## src/rtl/mips_ctrl_pkg.sv

```systemverilog
// mips_ctrl_pkg: opcode/funct encodings, ALUcontrol codes and FSM state encoding for the multicycle MIPS controller
package mips_ctrl_pkg;
  localparam logic [5:0] OP_R    = 6'b000000;
  localparam logic [5:0] OP_ADDI = 6'b001000;
  localparam logic [5:0] OP_ANDI = 6'b001100;
  localparam logic [5:0] OP_ORI  = 6'b001101;
  localparam logic [5:0] OP_SLTI = 6'b001010;
  localparam logic [5:0] OP_LW   = 6'b100011;
  localparam logic [5:0] OP_SW   = 6'b101011;
  localparam logic [5:0] OP_BEQ  = 6'b000100;
  localparam logic [5:0] FN_ADD  = 6'b100000;
  localparam logic [5:0] FN_SUB  = 6'b100010;
  localparam logic [5:0] FN_AND  = 6'b100100;
  localparam logic [5:0] FN_OR   = 6'b100101;
  localparam logic [5:0] FN_SLT  = 6'b101010;
  localparam logic [5:0] FN_NOR  = 6'b100111;
  localparam logic [3:0] ALU_AND = 4'b0000;
  localparam logic [3:0] ALU_OR  = 4'b0001;
  localparam logic [3:0] ALU_ADD = 4'b0010;
  localparam logic [3:0] ALU_SUB = 4'b0110;
  localparam logic [3:0] ALU_SLT = 4'b0111;
  localparam logic [3:0] ALU_NOR = 4'b1100;
  typedef enum logic [3:0] {
    S_IDLE, S_DECODE, S_EXEC, S_WB_ALU, S_MEM_RD, S_WB_MEM, S_MEM_WR, S_BRANCH, S_TRAP
  } state_t;
endpackage

```

## src/rtl/mips_multicycle_ctrl_if.sv

```systemverilog
// mips_multicycle_ctrl_if: instruction handshake plus datapath control bundle
//  master: instruction source / datapath side (drives inst_valid, INST, is_Zero)
//  slave : controller side (drives inst_ready, inst_q, strobes, ALUcontrol, status)
interface mips_multicycle_ctrl_if #(parameter int CNT_W = 16);
  logic             inst_valid;
  logic [31:0]      INST;
  logic             inst_ready;
  logic             is_Zero;
  logic [31:0]      inst_q;
  logic             regDst;
  logic             regWrite;
  logic             ALUSrc;
  logic             memWrite;
  logic             memRead;
  logic             memtoReg;
  logic [3:0]       ALUcontrol;
  logic             branch_taken;
  logic             done;
  logic             illegal_op;
  logic [CNT_W-1:0] ret_cnt;
  modport master (
    output inst_valid, INST, is_Zero,
    input  inst_ready, inst_q, regDst, regWrite, ALUSrc, memWrite, memRead, memtoReg,
           ALUcontrol, branch_taken, done, illegal_op, ret_cnt
  );
  modport slave (
    input  inst_valid, INST, is_Zero,
    output inst_ready, inst_q, regDst, regWrite, ALUSrc, memWrite, memRead, memtoReg,
           ALUcontrol, branch_taken, done, illegal_op, ret_cnt
  );
endinterface

```

## src/rtl/alu_decoder.sv

```systemverilog
// alu_decoder: (opcode, funct) -> ALUcontrol and legal flag; unknown opcode or R funct is illegal
//  in : opcode[5:0], funct[5:0]
//  out: alu_ctrl[3:0], legal
module alu_decoder
  import mips_ctrl_pkg::*;
(
  input  logic [5:0] opcode,
  input  logic [5:0] funct,
  output logic [3:0] alu_ctrl,
  output logic       legal
);
  always_comb begin
    alu_ctrl = ALU_AND;
    legal = 1'b1;
    case (opcode)
      OP_R:
        case (funct)
          FN_ADD:  alu_ctrl = ALU_ADD;
          FN_SUB:  alu_ctrl = ALU_SUB;
          FN_AND:  alu_ctrl = ALU_AND;
          FN_OR:   alu_ctrl = ALU_OR;
          FN_SLT:  alu_ctrl = ALU_SLT;
          FN_NOR:  alu_ctrl = ALU_NOR;
          default: legal = 1'b0;
        endcase
      OP_ADDI, OP_LW, OP_SW: alu_ctrl = ALU_ADD;
      OP_ANDI: alu_ctrl = ALU_AND;
      OP_ORI:  alu_ctrl = ALU_OR;
      OP_SLTI: alu_ctrl = ALU_SLT;
      OP_BEQ:  alu_ctrl = ALU_SUB;
      default: legal = 1'b0;
    endcase
  end
endmodule

```

## src/rtl/mips_multicycle_ctrl.sv

```systemverilog
// mips_multicycle_ctrl: multicycle control FSM driving a single-cycle MIPS datapath
//  CLK, RST_N (async active-low); bus (slave modport): instruction valid/ready handshake,
//  latched IR (inst_q), datapath strobes, ALUcontrol, branch_taken/done pulses, illegal_op, ret_cnt.
//  Params: MEM_LAT cycles per memory access (>=1), CNT_W retired-counter width.
//  Define CTRL_ILLEGAL_TRAP_EN to trap on illegal opcodes; otherwise they retire as NOPs.
module mips_multicycle_ctrl
  import mips_ctrl_pkg::*;
#(
  parameter int MEM_LAT = 1,
  parameter int CNT_W = 16
) (
  input logic CLK,
  input logic RST_N,
  mips_multicycle_ctrl_if.slave bus
);
  localparam int MW = MEM_LAT > 1 ? $clog2(MEM_LAT) : 1;
  state_t state_q, state_d;
  logic [31:0] ir;
  logic [MW-1:0] mem_cnt;
  logic [CNT_W-1:0] ret_cnt;
  logic [3:0] dec_alu;
  logic legal, is_r, is_beq, ready, done, in_mem, mem_last, alu_phase, nop_ret;
  state_t ill_next;
  alu_decoder u_dec (.opcode(ir[31:26]), .funct(ir[5:0]), .alu_ctrl(dec_alu), .legal(legal));
  assign is_r = ir[31:26] == OP_R;
  assign is_beq = ir[31:26] == OP_BEQ;
  assign ready = state_q == S_IDLE;
  assign in_mem = state_q == S_MEM_RD || state_q == S_MEM_WR;
  assign mem_last = mem_cnt == MW'(MEM_LAT - 1);
`ifdef CTRL_ILLEGAL_TRAP_EN
  assign ill_next = S_TRAP;
  assign nop_ret = 1'b0;
  assign bus.illegal_op = state_q == S_TRAP;
`else
  assign ill_next = S_IDLE;
  assign nop_ret = state_q == S_DECODE && !legal;
  assign bus.illegal_op = 1'b0;
`endif
  always_comb begin
    state_d = state_q;
    case (state_q)
      S_IDLE:   state_d = bus.inst_valid ? S_DECODE : S_IDLE;
      S_DECODE: state_d = legal ? S_EXEC : ill_next;
      S_EXEC:   state_d = ir[31:26] == OP_LW ? S_MEM_RD :
                          ir[31:26] == OP_SW ? S_MEM_WR : is_beq ? S_BRANCH : S_WB_ALU;
      S_MEM_RD: state_d = mem_last ? S_WB_MEM : S_MEM_RD;
      S_MEM_WR: state_d = mem_last ? S_IDLE : S_MEM_WR;
      S_TRAP:   state_d = S_TRAP;
      default:  state_d = S_IDLE;
    endcase
  end
  always_ff @(posedge CLK or negedge RST_N) begin
    if (!RST_N) begin
      state_q <= S_IDLE;
      ir <= '0;
      mem_cnt <= '0;
      ret_cnt <= '0;
    end else begin
      state_q <= state_d;
      if (ready && bus.inst_valid) ir <= bus.INST;
      mem_cnt <= in_mem && !mem_last ? mem_cnt + 1'b1 : '0;
      if (done) ret_cnt <= ret_cnt + 1'b1;
    end
  end
  // ALU select and operand source stay put from EXEC to the end of the path so address/result are stable
  assign alu_phase = state_q inside {S_EXEC, S_WB_ALU, S_MEM_RD, S_WB_MEM, S_MEM_WR, S_BRANCH};
  assign done = state_q inside {S_WB_ALU, S_WB_MEM, S_BRANCH} || (state_q == S_MEM_WR && mem_last) || nop_ret;
  assign bus.inst_ready = ready;
  assign bus.inst_q = ir;
  assign bus.ALUcontrol = alu_phase ? dec_alu : 4'b0000;
  assign bus.ALUSrc = alu_phase && !is_r && !is_beq;
  assign bus.regDst = (state_q == S_EXEC || state_q == S_WB_ALU) && is_r;
  assign bus.regWrite = state_q == S_WB_ALU || state_q == S_WB_MEM;
  assign bus.memtoReg = state_q == S_WB_MEM;
  assign bus.memRead = state_q == S_MEM_RD;
  assign bus.memWrite = state_q == S_MEM_WR;
  assign bus.branch_taken = state_q == S_BRANCH && bus.is_Zero;
  assign bus.done = done;
  assign bus.ret_cnt = ret_cnt;
endmodule

```

## src/flat_wrapper.sv

```systemverilog
// flat-port wrapper written by rule: the top's interface ports become plain ports
module mips_multicycle_ctrl_flat import mips_ctrl_pkg::*;
#(
  parameter int MEM_LAT = 1,
  parameter int CNT_W = 16
)
  (CLK, RST_N, bus_inst_valid, bus_INST, bus_is_Zero, bus_inst_ready, bus_inst_q, bus_regDst, bus_regWrite, bus_ALUSrc, bus_memWrite, bus_memRead, bus_memtoReg, bus_ALUcontrol, bus_branch_taken, bus_done, bus_illegal_op, bus_ret_cnt);
  mips_multicycle_ctrl_if #(.CNT_W(CNT_W)) bus_i ();
  input logic CLK;
  input logic RST_N;
  input wire logic [$bits(bus_i.inst_valid)-1:0] bus_inst_valid;
  input wire logic [$bits(bus_i.INST)-1:0] bus_INST;
  input wire logic [$bits(bus_i.is_Zero)-1:0] bus_is_Zero;
  output wire logic [$bits(bus_i.inst_ready)-1:0] bus_inst_ready;
  output wire logic [$bits(bus_i.inst_q)-1:0] bus_inst_q;
  output wire logic [$bits(bus_i.regDst)-1:0] bus_regDst;
  output wire logic [$bits(bus_i.regWrite)-1:0] bus_regWrite;
  output wire logic [$bits(bus_i.ALUSrc)-1:0] bus_ALUSrc;
  output wire logic [$bits(bus_i.memWrite)-1:0] bus_memWrite;
  output wire logic [$bits(bus_i.memRead)-1:0] bus_memRead;
  output wire logic [$bits(bus_i.memtoReg)-1:0] bus_memtoReg;
  output wire logic [$bits(bus_i.ALUcontrol)-1:0] bus_ALUcontrol;
  output wire logic [$bits(bus_i.branch_taken)-1:0] bus_branch_taken;
  output wire logic [$bits(bus_i.done)-1:0] bus_done;
  output wire logic [$bits(bus_i.illegal_op)-1:0] bus_illegal_op;
  output wire logic [$bits(bus_i.ret_cnt)-1:0] bus_ret_cnt;
  assign bus_i.inst_valid = bus_inst_valid;
  assign bus_i.INST = bus_INST;
  assign bus_i.is_Zero = bus_is_Zero;
  assign bus_inst_ready = bus_i.inst_ready;
  assign bus_inst_q = bus_i.inst_q;
  assign bus_regDst = bus_i.regDst;
  assign bus_regWrite = bus_i.regWrite;
  assign bus_ALUSrc = bus_i.ALUSrc;
  assign bus_memWrite = bus_i.memWrite;
  assign bus_memRead = bus_i.memRead;
  assign bus_memtoReg = bus_i.memtoReg;
  assign bus_ALUcontrol = bus_i.ALUcontrol;
  assign bus_branch_taken = bus_i.branch_taken;
  assign bus_done = bus_i.done;
  assign bus_illegal_op = bus_i.illegal_op;
  assign bus_ret_cnt = bus_i.ret_cnt;
  mips_multicycle_ctrl #(.MEM_LAT(MEM_LAT), .CNT_W(CNT_W)) u_core (.CLK(CLK), .RST_N(RST_N), .bus(bus_i));
endmodule
```

## config.mk

```make
export PLATFORM = sky130hd
export DESIGN_NAME = mips_multicycle_ctrl_flat
export DESIGN_NICKNAME = d
export VERILOG_FILES = /design/src/rtl/mips_ctrl_pkg.sv /design/src/rtl/mips_multicycle_ctrl_if.sv /design/src/rtl/alu_decoder.sv /design/src/rtl/mips_multicycle_ctrl.sv /design/src/flat_wrapper.sv
export SDC_FILE = /design/constraint.sdc
export NUM_CORES = 1
export LEC_CHECK = 0
export CAP_MARGIN = 10
export CORE_MARGIN = 4
export CORE_UTILIZATION = 39
export DETAILED_ROUTE_END_ITERATION = 8
export GPL_TIMING_DRIVEN = 0
export PLACE_DENSITY = 0.76
export RECOVER_POWER = 100
export SLEW_MARGIN = 20
export SYNTH_ARGS = -nofsm -noshare
export SYNTH_HDL_FRONTEND = slang
export SYNTH_SLANG_ARGS = --single-unit
```

## constraint.sdc

```tcl
create_clock -name CLK -period 2.15 [get_ports CLK]
set_input_delay 0.215 -clock CLK [delete_from_list [all_inputs] [get_ports CLK]]
set_output_delay 0.215 -clock CLK [all_outputs]
set_load 0.01 [all_outputs]
```

=== Word level (Yosys, flattened, before mapping) ===
Index checks and enable logic that the tools add are counted.

* Add/sub/neg operators: 2
* Multipliers: 0
* Divide/modulo/power cells: 0
* Magnitude comparators: 0
* Equal/unequal tests: 21
* Shifts and indexed selects: 0
* Multiplexer cells: 14
* Bitwise logic cells: 1
* Reductions and logical operators: 23

{| class="wikitable"
|+ Operators by type and width
! kind !! count
|-
| equality test 6 bit (second input constant) || 8
|-
| one-hot mux 4 bit (5 select lines) || 2
|-
| equality test 6 x 4 -> 1 bit (second input constant) || 4
|-
| one-hot mux 4 bit (6 select lines) || 1
|-
| adder 16 x 1 -> 16 bit (second input constant) || 1
|-
| equality test 4 x 3 -> 1 bit (second input constant) || 4
|-
| two-way mux 4 bit || 3
|-
| equality test 4 x 2 -> 1 bit (second input constant) || 2
|-
| logical AND 1 bit || 8
|-
| OR reduction 7 bit || 1
|-
| equality test 6 x 3 -> 1 bit (second input constant) || 1
|-
| zero test 6 bit || 1
|-
| two-way mux 3 bit || 2
|-
| nonzero test 6 bit || 1
|-
| OR reduction 6 bit || 1
|-
| logical OR 1 bit || 5
|-
| equality test 4 x 1 -> 1 bit (second input constant) || 1
|-
| equality test 4 bit (second input constant) || 1
|-
| zero test 4 bit || 1
|-
| two-way mux 1 bit || 4
|-
| zero test 1 bit || 3
|-
| nonzero test 3 bit || 1
|-
| OR reduction 3 bit || 1
|-
| two-way mux 2 bit || 1
|-
| 3 further kinds || 3
|}

* Bits in registers: 53
* Latch bits: 0
* Bits in writable memories: 0
* Memory bits (read-only): 0
* Output and inout bits: 62
* Logic and storage cells: 65
* Memories: 0

=== Logic depth before layout (Yosys ltp) ===
* Depth after elaboration: 7
* Gate-level depth with buffers: 8
* Mapped depth without buffers: 7

=== Cells and area by module ===
From an unflattened synthesis, not the netlist that was laid out.

* Cell total of the unflattened synthesis: 230
* Area total of the unflattened synthesis: 2652.5 µm²

{| class="wikitable"
|+ Modules (own cells, without submodules)
! module !! instances !! cells an instance !! area an instance (µm²) !! sequential area each (µm²)
|-
| mips_multicycle_ctrl || 1 || 195 || 2422.3 || 1326.3
|-
| alu_decoder || 1 || 35 || 230.2 || 0.0
|}

=== Least setup slack after synthesis ===
Ideal clock, no wire load.

* Path type: flip-flop to flip-flop
* From: register u_core.ir[27] (netlist: u_core.bus.inst_q[27])
* To: register u_core.ret_cnt[1] (netlist: u_core.bus.ret_cnt[1])
* Arrival: 2.132 ns
* Required time: 2.025 ns
* Setup slack: -0.107 ns
* Stages on the path, launching flop included: 8
* Period minus slack after synthesis: 2.257 ns
* Path through: dfrtp_1 buf_6 or4_4 nor4b_4 a21boi_2 o31a_4 inv_2 mux2_4

* Cells in the longest elaborated chain, start to end: 6

{| class="wikitable"
|+ RTL lines
! what !! RTL line !! source
|-
| start: declaration || mips_multicycle_ctrl.sv:18 || <nowiki>logic [31:0] ir;</nowiki>
|-
| start signal: assignment || mips_multicycle_ctrl.sv:60 || <nowiki>if (ready && bus.inst_valid) ir <= bus.INST;</nowiki>
|-
| equality test 6 x 4 -> 1 bit, or another cell as far along || alu_decoder.sv:15 || <nowiki>case (opcode)</nowiki>
|-
| OR reduction 7 bit (no line) || n/a ||
|-
| one-hot mux 1 bit (2 select lines) * || alu_decoder.sv:15 ||
|-
| zero test 1 bit * || mips_multicycle_ctrl.sv:36 || <nowiki>assign nop_ret = state_q == S_DECODE && !legal;</nowiki>
|-
| logical AND 1 bit * || mips_multicycle_ctrl.sv:36 ||
|-
| logical OR 1 bit * || mips_multicycle_ctrl.sv:67 || <nowiki>assign done = state_q inside {S_WB_ALU, S_WB_MEM, S_BRANCH} || (state_q == S_MEM_WR && mem_last) || nop_ret;</nowiki>
|-
| net bus_done || flat_wrapper.sv:24 || <nowiki>output wire logic [$bits(bus_i.done)-1:0] bus_done;</nowiki>
|-
| end signal: assignment || mips_multicycle_ctrl.sv:62 || <nowiki>if (done) ret_cnt <= ret_cnt + 1'b1;</nowiki>
|-
| end: declaration || mips_multicycle_ctrl.sv:20 || <nowiki>logic [CNT_W-1:0] ret_cnt;</nowiki>
|}

The timed path passes the listed nets; every way through them passes the cells marked *.
A chain may end at the register's enable or synchronous reset.

=== Worst setup path after layout ===
* From: register u_core.ir[26] (netlist: u_core.bus.inst_q[26])
* To: output port bus_done

* Cells in the longest elaborated chain, start to end: 6

{| class="wikitable"
|+ RTL lines
! what !! RTL line
|-
| equality test 6 x 4 -> 1 bit, or another cell as far along || alu_decoder.sv:15
|-
| OR reduction 7 bit (no line) || n/a
|-
| one-hot mux 1 bit (2 select lines) * || alu_decoder.sv:15
|-
| zero test 1 bit * || mips_multicycle_ctrl.sv:36
|-
| logical AND 1 bit * || mips_multicycle_ctrl.sv:36
|-
| logical OR 1 bit * || mips_multicycle_ctrl.sv:67
|-
| end: declaration || flat_wrapper.sv:24
|}

Mark *: on every way between the ends. The rest lies on a longest branch, timed or not.

==> results.py <==
metrics = {
    "status": {
        "status": "finished, violations left",
        "violations": "setup timing",
    },
    "setup_path": {
        "crit_chain": "or4_4 -> nor4b_4 -> a21boi_4 -> o31a_4 -> inv_4 -> buf_6",
        "path_class": "register to output port",
        "critPathSlowestCell": "or4_4",
        "crit_family": "simple AND/OR/NAND/NOR gates",
        "crit_fanout": 4,
        "end_kind": "output port",
        "timing.critical_path.buf_inv": 2,
        "startpoint_type": "register",
        "critPathMaxStageDelay_ns": 0.54,
        "cp.required_ns": 1.93,
        "arrival_ns": 2.10,
    },
    "synth": {
        "synth-seq-cells": 53,
        "yosysTopAreaCell": "dfrtp_1",
        "synthArstFlopShare": 1.000,
        "netlist.area_leader.share": 0.5253,
        "synth_area_per_cell_um2": 11.53,
        "synth_cell_types": 44,
        "synth_area_mm2": 0.002525,
        "synth_edf_count": 0,
        "synth_cells": 219,
        "yosys_most_used_dff": "dfrtp_1",
        "ys_top_cells_by_area": "dfrtp_1 53%, mux2_2 14%, xor2_1 3.8%",
        "yosysWarnings": 0,
        "yosysSeqAreaShare": 0.5253,
    },
    "sta": {
        "whs_ns": 0.4818,
        "finalSetupViolations": 15,
        "fin_crit_sh": 1.076,
        "min_period_ns": 2.313,
        "worstMarginPinSlew_ns": 1.331,
        "slew_headroom": 0.1126,
        "skew_ns": 0.006998,
        "layout_setup_ws_ns": -0.1632,
        "maxSlewViolCount": 0,
        "fmax_ghz": 0.4323,
        "hold_violations": 0,
        "rsz0062_at_grt": "true",
    },
    "power": {
        "pwr-share-comb": 0.522,
        "leakage_nw": 1.660,
        "pwr-share-clk": 0.120,
        "internal_power_mw": 3.038,
        "power_frac_seq": 0.358,
        "p_sw_frac": 0.3697,
        "switching_power_mw": 1.782,
        "vdd_drop_max_mv": 0.7537,
        "powerDensity_mw_per_mm2": 1250,
    },
    "global_route": {
        "grt_remaining_overflow": 0,
        "grt_pass1_vias": 2132,
        "grt_pass1_wl_mm": 10.43,
        "grt_use_total": 0.1697,
        "grt_max_degree": 54,
        "grt_antenna_before_repair": 0,
    },
    "route": {
        "route.detailed.drc": 0,
        "vias_per_cell": 5.160,
        "drt_iter0_markers": 63,
        "routed_wl_mm": 6.562,
        "wl_per_cell_um": 15.89,
        "firstDrtPassIters": 4,
        "antenna_left": 0,
        "num_vias": 2131,
    },
    "layout": {
        "area_delta_synth_final_pct": 52.78,
        "nets": 373,
        "layout_common_cells": "49 x dfrtp_1, 48 x dlygate4sd3_1, 40 x clkdlybuf4s50_1",
        "mostFrequentLayoutCell": "dfrtp_1",
        "fin_area_mm2": 0.003857,
        "final_core_util": 0.6110,
        "fill_cells": 528,
        "n_antenna_cell": 0,
        "drive_gt1_frac": 0.2679,
    },
    "place": {
        "dp_worst_setup_slack_ns": -0.4112,
        "gp_congestion": 0.8895,
        "place_area_mm2": 0.003583,
        "hpwlAfterDp_mm": 4.451,
        "io_buffers": 96,
    },
    "worst_hold_path": {
        "hold_path_class": "register to register",
    },
    "job": {
        "drv_cap": 0,
    },
    "clocking": {
        "cts_max_path_buffers": 2,
        "h-tree-depth": 2,
        "root_buffer": "clkbuf_8",
        "cts.sinks": 53,
        "tritoncts": "built",
        "cts_buffers": 5,
        "clk-insertion-delay-late_ns": 0.30,
        "clk_pin_slew_ns": 0.09,
    },
    "floorplan": {
        "die_h_um": 88.46,
        "core-area_mm2": 0.006314,
        "start_util": 0.3999,
        "die_area_mm2": 0.007825,
        "io_pins": 98,
        "row_count": 29,
        "die_w_um": 88.46,
    },
}
-- worst paths after layout --
| kind | startpoint | depth (start not counted) | to | slack, ns |
|---|---|---|---|---|
| min reg2reg | u_core.bus.ret_cnt[15]$_DFFE_PN0P_ | 1 | u_core.bus.ret_cnt[15]$_DFFE_PN0P_ | 0.48 |
| max | u_core.bus.inst_q[26]$_DFFE_PN0P_ | 6 | bus_done | -0.16 |
| min | u_core.bus.ret_cnt[15]$_DFFE_PN0P_ | 1 | u_core.bus.ret_cnt[15]$_DFFE_PN0P_ | 0.48 |
| max reg2reg | u_core.bus.inst_q[26]$_DFFE_PN0P_ | 8 | u_core.bus.ret_cnt[13]$_DFFE_PN0P_ | -0.13 |
| min in group asynchronous | RST_N | 2 | u_core.bus.ret_cnt[1]$_DFFE_PN0P_ | 0.74 |
| max in group asynchronous | RST_N | 2 | u_core.bus.inst_q[29]$_DFFE_PN0P_ | 0.51 |
-- routing by layer --
| layer | global-route usage | vias up | wire length (µm) | part of all wire |
|---|---|---|---|---|
| met1 | 0.2184 | 1041 | 2680 | 0.41 |
| met4 | 0.03297 | 0 | 49 | 0.0075 |
| met3 | 0.07356 | 6 | 651 | 0.099 |
| met5 | 0 | - | 0 | 0 |
| li1 | - | 1011 | - | - |
| met2 | 0.2692 | 73 | 3180 | 0.48 |
-- cells by family (layout without fill, tap and decap cells) --
| group | count (synthesis) | count (layout) | synth area share |
|---|---|---|---|
| other cells | 1 | 2 | 0.001485 |
| buf+inv | 15 | 131 | 0.02973 |
| mux | 33 | 33 | 0.1487 |
| flops | 53 | 53 | 0.5253 |
| xor+xnor | 16 | 16 | 0.05550 |
| fa+ha+maj | 1 | 1 | 0.004955 |
| simple gates | 78 | 78 | 0.1744 |
| compound gates | 22 | 22 | 0.05997 |
-- synth_stat cells (2+ instances only) --
cell type and number:
dfrtp_1 53, mux2_2 32, nor2_1 15, nand2_1 14
xor2_1 11, nor3_1 10, nand3_1 9, a21oi_1 6
nor4_1 6, clkbuf_1 5, o21ai_0 5, xnor2_1 5
nor2b_1 4, nor3b_1 4, buf_1 3, inv_1 3
nor4b_1 3, a31oi_1 2, buf_6 2, nand2b_1 2
nand4_1 2
-- power groups by stage --
stage	clock network [mW]	logic [mW]	registers, mW
2_1_floorplan	0	1.08	1.87
3_3_place_gp	0	2.34	1.73
3_5_place_dp	0	2.37	1.76
4_1_cts	0.598	2.62	1.70
5_1_grt	0.636	2.74	1.79
6_report	0.580	2.52	1.73
-- metrics by stage --
step / total power, mW / instances / setup TNS, ns
after floorplan: 2.952 / 220 / 0
after global placement: 4.070 / 393 / -43.48
after detailed placement: 4.129 / 393 / -2.497
after CTS: 4.919 / 412 / -2.402
after global routing: 5.173 / 413 / -3.449
final: 4.821 / 413 / -1.435
-- registers in the layout, summed over array words and instances, names as in the netlist --
| name | flops |
|---|---|
| u_core.state_q | 4 |
| u_core.mem_cnt | 1 |
| u_core.bus.inst_q | 32 |
| u_core.bus.ret_cnt | 16 |
-- worst reg2reg max path, cell delays in order (launching register included) --
cell and delay (ns):
dfrtp_2 0.44, or4_4 0.54, nor4b_4 0.25, a21boi_4 0.24, o31a_4 0.19, buf_4 0.15, buf_8 0.14, nor4_1 0.06
xor2_1 0.15
-- layout make-up --
class,count,area (µm²),share of cell area
timing repair buffer,111,1050,0.2721
clock buffer,7,86.33,0.02238
tap,77,96.34,0.02498
multi-input combinational,152,1219,0.3159
buffer,9,57.56,0.01492
sequential,53,1331,0.3451
inverter,4,17.52,0.004541
-- timing repair --
action                     CTS  global route
resized for setup           36            23
hold buffers                 1             0
gates cloned                 0             0
setup buffers               12             2
pin swaps                    4             6
hold endpoints to repair    53             0
setup endpoints to repair   36            56
No activity file was read; power rests on OpenSTA's default activity.
